## src/rtl/sd_spi_arbiter.sv

```systemverilog
// Two-requester SD-card SPI arbiter: round-robin ownership with a chip-select gap
// between owners, plus a mode-0 (MSB first, sample on rise) byte shifter.
module sd_spi_arbiter #(
  parameter int unsigned DIV = 2,
  parameter int unsigned GAP = 2
) (
  input  logic       clk,
  input  logic       rst,
  output logic       sdcs_n,
  output logic       sdclk,
  output logic       sddo,
  input  logic       sddi,
  input  logic [1:0] sel,
  input  logic [1:0] start,
  input  logic [7:0] wrdata0,
  input  logic [7:0] wrdata1,
  output logic [1:0] grant,
  output logic [1:0] done,
  output logic [7:0] rddata
);

  localparam logic [1:0] StFree    = 2'd0;
  localparam logic [1:0] StOwned   = 2'd1;
  localparam logic [1:0] StGapWait = 2'd2;

  localparam logic XfIdle  = 1'b0;
  localparam logic XfShift = 1'b1;

  localparam logic [7:0] HalfReload = 8'(DIV - 1);
  localparam logic [7:0] GapReload  = 8'(GAP - 1);

  logic [1:0] own_q, own_d;
  logic [1:0] grant_q, grant_d;
  logic       last_q, last_d;
  logic [7:0] gap_q, gap_d;
  logic       cs_n_q, cs_n_d;

  logic       xf_q, xf_d;
  logic [7:0] tx_q, tx_d;
  logic [7:0] rx_q, rx_d;
  logic [7:0] half_q, half_d;
  logic [2:0] bit_q, bit_d;
  logic       sdclk_q, sdclk_d;
  logic [1:0] done_q, done_d;
  logic [7:0] rddata_q, rddata_d;

  logic owner;
  logic release_own;
  logic accept;

  assign owner       = grant_q[1];
  assign release_own = (own_q == StOwned) && !sel[owner] && (xf_q == XfIdle);
  // A start from an owner that is dropping sel in the same cycle would run with cs_n high.
  assign accept      = (xf_q == XfIdle) && ((start & grant_q & sel) != 2'b00);

  always_comb begin
    own_d   = own_q;
    grant_d = grant_q;
    last_d  = last_q;
    gap_d   = gap_q;
    case (own_q)
      StFree: begin
        if (sel != 2'b00) begin
          own_d = StOwned;
          if (sel == 2'b11) begin
            grant_d = last_q ? 2'b01 : 2'b10;
            last_d  = ~last_q;
          end else begin
            grant_d = sel;
            last_d  = sel[1];
          end
        end
      end
      StOwned: begin
        if (release_own) begin
          own_d   = StGapWait;
          grant_d = 2'b00;
          gap_d   = GapReload;
        end
      end
      StGapWait: begin
        if (gap_q == 8'd0) begin
          own_d = StFree;
        end else begin
          gap_d = gap_q - 8'd1;
        end
      end
      default: begin
        own_d   = StFree;
        grant_d = 2'b00;
      end
    endcase
    cs_n_d = (grant_d == 2'b00);
  end

  always_comb begin
    xf_d     = xf_q;
    tx_d     = tx_q;
    rx_d     = rx_q;
    half_d   = half_q;
    bit_d    = bit_q;
    sdclk_d  = sdclk_q;
    done_d   = 2'b00;
    rddata_d = rddata_q;
    if (xf_q == XfIdle) begin
      if (accept) begin
        xf_d    = XfShift;
        tx_d    = grant_q[1] ? wrdata1 : wrdata0;
        half_d  = HalfReload;
        bit_d   = 3'd0;
        sdclk_d = 1'b0;
      end
    end else begin
      if (half_q == 8'd0) begin
        half_d  = HalfReload;
        sdclk_d = ~sdclk_q;
        if (!sdclk_q) begin
          rx_d = {rx_q[6:0], sddi};
        end else if (bit_q == 3'd7) begin
          // Eighth falling edge: byte complete; owner cannot change while shifting.
          xf_d     = XfIdle;
          rddata_d = rx_q;
          done_d   = grant_q;
        end else begin
          tx_d  = {tx_q[6:0], 1'b0};
          bit_d = bit_q + 3'd1;
        end
      end else begin
        half_d = half_q - 8'd1;
      end
    end
  end

  always_ff @(posedge clk) begin
    if (rst) begin
      own_q    <= StFree;
      grant_q  <= 2'b00;
      last_q   <= 1'b1;
      gap_q    <= 8'd0;
      cs_n_q   <= 1'b1;
      xf_q     <= XfIdle;
      tx_q     <= 8'h00;
      rx_q     <= 8'h00;
      half_q   <= 8'd0;
      bit_q    <= 3'd0;
      sdclk_q  <= 1'b0;
      done_q   <= 2'b00;
      rddata_q <= 8'h00;
    end else begin
      own_q    <= own_d;
      grant_q  <= grant_d;
      last_q   <= last_d;
      gap_q    <= gap_d;
      cs_n_q   <= cs_n_d;
      xf_q     <= xf_d;
      tx_q     <= tx_d;
      rx_q     <= rx_d;
      half_q   <= half_d;
      bit_q    <= bit_d;
      sdclk_q  <= sdclk_d;
      done_q   <= done_d;
      rddata_q <= rddata_d;
    end
  end

  assign sdcs_n = cs_n_q;
  assign sdclk  = sdclk_q;
  assign sddo   = (xf_q == XfShift) ? tx_q[7] : 1'b1;
  assign grant  = grant_q;
  assign done   = done_q;
  assign rddata = rddata_q;

endmodule

```

## config.mk

```make
export PLATFORM = sky130hd
export DESIGN_NAME = sd_spi_arbiter
export DESIGN_NICKNAME = d
export VERILOG_FILES = /design/src/rtl/sd_spi_arbiter.sv
export SDC_FILE = /design/constraint.sdc
export NUM_CORES = 1
export LEC_CHECK = 0
export CELL_PAD_IN_SITES_DETAIL_PLACEMENT = 1
export CELL_PAD_IN_SITES_GLOBAL_PLACEMENT = 1
export CORE_ASPECT_RATIO = 0.75
export CORE_UTILIZATION = 41
export DETAILED_ROUTE_END_ITERATION = 12
export PLACE_DENSITY_LB_ADDON = 0.1
export SKIP_CTS_REPAIR_TIMING = 1
export SLEW_MARGIN = 40
export SYNTH_ARGS = -nofsm -noshare
export SYNTH_HDL_FRONTEND = slang
export SYNTH_SLANG_ARGS = --single-unit
export TNS_END_PERCENT = 30
```

## constraint.sdc

```tcl
create_clock -name clk -period 2.6 [get_ports clk]
set_input_delay 0.78 -clock clk [delete_from_list [all_inputs] [get_ports clk]]
set_output_delay 0.78 -clock clk [all_outputs]
set_load 0.02 [all_outputs]
```

---- Word level (Yosys, flattened, before mapping) ----
Index checks and enable logic that the tools add are counted.
operators by class
  $add $sub $neg .......................... 3
  $mul .................................... 0
  divide/modulo/power cells ............... 0
  $lt $le $gt $ge ......................... 1
  equal/unequal tests ..................... 11
  shift-type cells ........................ 0
  muxes and demuxes ....................... 38
  bitwise operators ....................... 7
  reductions and logical operators ........ 20
operator list
  kind                 count
  $mux 8               11
  $logic_not 8->1      2
  $pmux 8 s2           1
  $sub 8x1->8 const B  2
  $mux 3               5
  $mux 2               7
  $mux 1               12
  $pmux 2 s3           2
  $ne 2x2->1 const B   5
  $reduce_and 3->1     3
  $reduce_and 4->1     2
  $reduce_bool 2->1    4
  $not 1->1            5
  $reduce_or 5->1      1
  $and 2x2->2          2
  $eq 2x2->1 const B   2
  $logic_not 2->1      2
  $ne 2x1->1 const B   2
  $reduce_and 2->1     2
  $add 3x1->3 const B  1
  $eq 3x3->1 const B   1
  $logic_and 1x1->1    3
  $eq 2x1->1 const B   1
  $lt 1x2->1 const B   1
  $logic_not 1->1      1
word-level totals
  flip-flop bits (word level) ............. 53
  latch bits .............................. 0
  bits in writable memories ............... 0
  bits in read-only memories .............. 0
  word-level logic and storage cells ...... 93
  memories ................................ 0

---- Logic depth before layout (Yosys ltp) ----
  depth in word-level cells ............... 8
  mapped depth ............................ 7
  gate-level depth less buffers ........... 6

---- Worst setup path after synthesis ----
Ideal clock, no wire load.
  kind .................................... input to register
  start ................................... in start[1]
  end ..................................... reg bit_q[1]
  setup time .............................. 0.071 ns
  arrival time ............................ 2.001 ns
  slack ................................... 0.528 ns
  stages on the path ...................... 6
  path buffers ............................ 2
  cells stage by stage .................... and3_1 -> clkbuf_1 -> o2111ai_1 -> clkbuf_1 -> nand3_1 -> a21oi_1
between the ends
  cells in the longest elaborated chain, start to end .. 6
ends and longest elaborated chain
  element                             line  RTL
  start, declared                     14    input logic [1:0] start,
  $and 2x2->2 (2 in a row)            54    assign accept = (xf_q == XfIdle) && ((start & grant_q & sel) != 2'b00);
  $reduce_bool 2->1                   54
  $logic_and 1x1->1                   54
  $reduce_bool 2->1 (no source line)  --
  $reduce_and 4->1 (no source line)   --
  end signal, assigned                159   bit_q <= bit_d;
  end, declared                       42    logic [2:0] bit_q, bit_d;
Every way passes these cells.
A chain may end at the register's enable or synchronous reset.

---- Worst setup path in the final report ----
  start ................................... reg xf_q
  end ..................................... out sddo
between the ends
  cells in the longest elaborated chain, start to end .. 1
ends and longest elaborated chain
  element                 line  RTL
  start, declared         38    logic xf_q, xf_d;
  start signal, assigned  141   xf_q <= XfIdle;
  $mux 1                  168   assign sddo = (xf_q == XfShift) ? tx_q[7] : 1'b1;
  end, declared           11    output logic sddo,
Every way passes these cells.

==> results by stage <==
Placement:
- During placement, the flow inserted port buffers numbering 37.
- The final weighted congestion of routability-driven global placement is between 0.7 and 0.8.
- The wire-length estimate of the detail-placed layout is around 4.7 mm.
- The placed instances occupy a cell area of around 3100 um2.

Timing:
- The routed design could run at a clock period as short as 2.34 ns.
- Of the available clock period, the critical path in the final layout requires 0.901.
- After routing, the total negative slack on setup checks comes to 0 ns.
- Setup repair after global routing left no endpoint under its margin.
- The number of failing setup endpoints in the final timing report is 0.
- The count of endpoints failing hold in the final timing report is 0.
- The max-slew violation count is 0.
- For the pin with the worst max-slew slack, the measured transition is 0.665 ns.
- The worst clock skew on the final layout is approximately 0.013 ns.
- Timing would allow up to 427 MHz.
- Headroom to the max-slew limit came out at 0.553.

Min path:
- The worst min-delay path class is register to register.

Clocking:
- Clock tree synthesis found a total of 53 sinks.
- The number of buffers on the longest clock path is 2.
- The number of clock buffers added by TritonCTS is 5.
- The clock-pin slew on the worst setup and hold paths is 0.11 ns.
- TritonCTS built the clock tree.
- At the later pin of the worst-skew pair, clock insertion delay measures around 0.31 ns.
- CTS built an H-tree with a depth of 2.
- The cell sitting at the root of the clock tree is a clkbuf_8.

Logic synthesis:
- After synthesis, the share of flip-flops with an asynchronous set or reset is 0.
- In this run, synthesis inferred 0 flip-flops with an integrated enable.
- The synthesis-stage register bit count is between 50 and 60.
- The Yosys step of the flow raised 0 warnings.
- Of the total synthesized cell area, the portion taken by full adders, half adders and majority gates is 0.0295.
- For this run, the leading register cell type out of synthesis is dfxtp_1.
- The sequential-to-total area share from yosys stat is 0.417.
- Summed over all instances, the cell type with the most area after synthesis is dfxtp_1.
- Of the total synthesized cell area, the portion taken by AND, OR, NAND and NOR gates is 0.194.
- The summed instance area of the synthesized netlist is about 2500 um2.
- The compound-cell area share of the yosys netlist is 0.208.
- Averaged over all synthesized cells, the footprint is between 9 and 10 um2.
- The XOR/XNOR share of the synthesized area is 0.
- The share of synthesized area in the top cell type comes to 0.417.
- After synthesis, the share of cell area in mux cells is 0.111.
- Synthesis produced a netlist with a net count of between 300 and 400.
- After synthesis, the largest family of logic cells by area is compound AO/OA/AOI/OAI gates.
- The post-synthesis cell count is roughly 270.
- The synthesized netlist contains 47 unique library cells.
- By area the synthesized netlist is led by dfxtp_1 42%, mux2i_1 7.1%, mux2_2 4.0%, a211oi_1 3.2%, a21oi_1 3.0%.

Die:
- The overall die width is roughly 93 um.
- The die covers 6520 um2.
- The number of top-level pins is 38.
- The initial utilization of the core area, before any placement, comes to 0.432.
- The placeable core region is 5890 um2.
- Measured along the y axis, the die boundary spans approximately 70 um.
- The number of placement rows is 24.

Routing:
- The via count normalized by instance count is ~5.6.
- In this run, the number of DRC markers left after iteration 0 of detailed routing was between 40 and 50.
- The post-route DRC violation count is 0.
- The routed layout has between 2000 and 2500 vias.
- The post-detailed-route count of antenna-violating nets is 0.
- The mean routed wirelength per cell is 16.4 um.
- The final layout contains routed wiring with a total length of approximately 6.5 mm.
- For this run, the detailed router's first-pass iteration total came to 4.

Power and ir drop:
- The power density over the cells is between 500 and 600 nW/um2.
- The part of the total power dissipated in sequential elements is 0.508.
- The portion of total power attributed to combinational logic is 0.216.
- The reported leakage power is 1.33 nW.
- The fraction of power spent switching nets is 0.305.
- The switching power of the nets is about 540 uW.
- The internal power is 1.23 mW.
- The highest ir drop seen on vdd is between 0.0003 and 0.0004 V.
- The share of total power in the clock network is 0.276.

Global route:
- Entering global routing, the biggest net connects 22 pins.
- The total overflow left after global routing is 0.
- Across every metal layer, demand over resource in global routing totals 0.208.
- The initial antenna violation count is 0.
- The first global-routing pass estimated 10.9 mm of wire.
- The via count of the first global-routing pass was around 2300.

Worst setup path:
- The worst setup path is captured at a primary output.
- For the worst setup path, the data required time is between 1.5 and 2 ns.
- The worst setup path is launched from a register.
- Along the worst path, the maximum fanout reaches 9.
- The arrival time of the worst setup path is ~1.6 ns.
- The critical path in this run is classified as register to primary output.

Finish:
- The synthesis-to-finish area growth is 24.0%.
- Once layout is done, the placed cells without fillers occupy ~3200 um2.
- The fraction of final layout cells sized beyond drive strength 1 is 0.132.
- The number of antenna diodes in the final layout is 0.
- The number of nets in the finished design is around 350.

Outcome:
- The run finished with clean final reports.

Job:
- The max capacitance violation total is 0.
-- logic make-up (layout without fill, tap and decap cells) --
kind of cell,after synthesis,count (layout)
flops,53,53
compound gates,70,70
fa+ha+maj,6,6
mux,27,27
simple gates,92,92
buf+inv,25,70
-- worst max-delay path: stages, from the launching register on --
cell and delay (ns):
dfxtp_1 0.57, nand2b_1 0.13, clkdlybuf4s50_1 0.56
-- final timing paths --
check | slack (ns) | to | start | depth (start not counted)
setup / recovery | 0.26 | sddo | xf_q$_SDFF_PP0_ | 2
hold / removal | 0.48 | rddata[0]$_SDFFE_PP0P_ | rddata[0]$_SDFFE_PP0P_ | 1
setup reg to reg | 0.38 | rddata[6]$_SDFFE_PP0P_ | half_q[0]$_SDFFE_PP0P_ | 6
hold reg to reg | 0.48 | rddata[0]$_SDFFE_PP0P_ | rddata[0]$_SDFFE_PP0P_ | 1
-- Yosys cell counts (4+ instances only) --
cell type,number
mux2i_1,18
clkbuf_1,12
nor2b_1,6
a211oi_1,11
nand3_1,14
nor3_1,8
o211ai_1,4
o2111ai_1,4
inv_1,9
mux2_2,9
ha_1,6
a21oi_1,15
a41o_1,7
nand2_1,15
and3_1,5
nand2b_1,8
dfxtp_1,53
o21ai_0,4
a22o_1,8
nor2_1,17
-- routing by layer --
metal | GRT usage | wire length, um | vias up
met5 | 0 | 0 | -
met4 | 0.0581 | 55 | 0
met3 | 0.0381 | 190 | 6
met2 | 0.346 | 3010 | 39
met1 | 0.277 | 3240 | 1066
li1 | - | - | 1122
-- cell usage in the layout, fill, tap and decap left out, types with 5 or more instances in the layout --
cell / Yosys / routed
nand2b_1: 8 / 8
buf_4: 0 / 15
a41o_1: 7 / 7
mux2i_1: 18 / 18
nor2_1: 17 / 17
a22o_1: 8 / 8
inv_1: 9 / 9
nor2b_1: 6 / 6
ha_1: 6 / 6
clkbuf_8: 0 / 5
nand3_1: 14 / 14
nor3_1: 8 / 8
mux2_2: 9 / 9
nand2_1: 15 / 15
clkdlybuf4s50_1: 0 / 37
dfxtp_1: 53 / 53
a211oi_1: 11 / 11
a21oi_1: 15 / 15
and3_1: 5 / 5
-- flip-flops by register name (all words and copies together) (netlist names) --
signal	count
own_q	2
grant	2
rx_q	8
sdclk	1
last_q	1
sdcs_n	1
rddata	8
gap_q	8
half_q	8
xf_q	1
done	2
bit_q	3
tx_q	8
-- per-stage QoR --
stage / cells / setup WS (ns) / utilization / power, mW / hold WS (ns)
final: 396 / 0.258 / 0.536 / 1.77 / 0.482
after global routing: 396 / 0.207 / 0.536 / 1.87 / 0.504
after CTS: 396 / 0.247 / 0.536 / 1.80 / 0.488
after detailed placement: 388 / 0.128 / 0.520 / 1.30 / 0.456
after global placement: 388 / 0.212 / 0.520 / 1.29 / 0.455
after floorplan: 273 / 0.528 / - / 1.16 / 0.442
-- final cells by class --
class,count,area [um2]
Clock inverter,3,25.0
Sequential cell,53,1060
Clock buffer,5,68.8
Tap cell,78,97.6
Timing Repair Buffer,52,483
Fill cell,697,2730
Inverter,10,37.5
Multi-Input combinational cell,195,1380
-- power groups by stage --
stage	clock network, mW	registers (mW)	logic (mW)
6_report	0.489	0.901	0.384
5_1_grt	0.533	0.907	0.426
4_1_cts	0.509	0.900	0.387
3_5_place_dp	0	0.917	0.381
3_3_place_gp	0	0.917	0.372
2_1_floorplan	0	0.913	0.245
(Power assumes the default switching activity.)
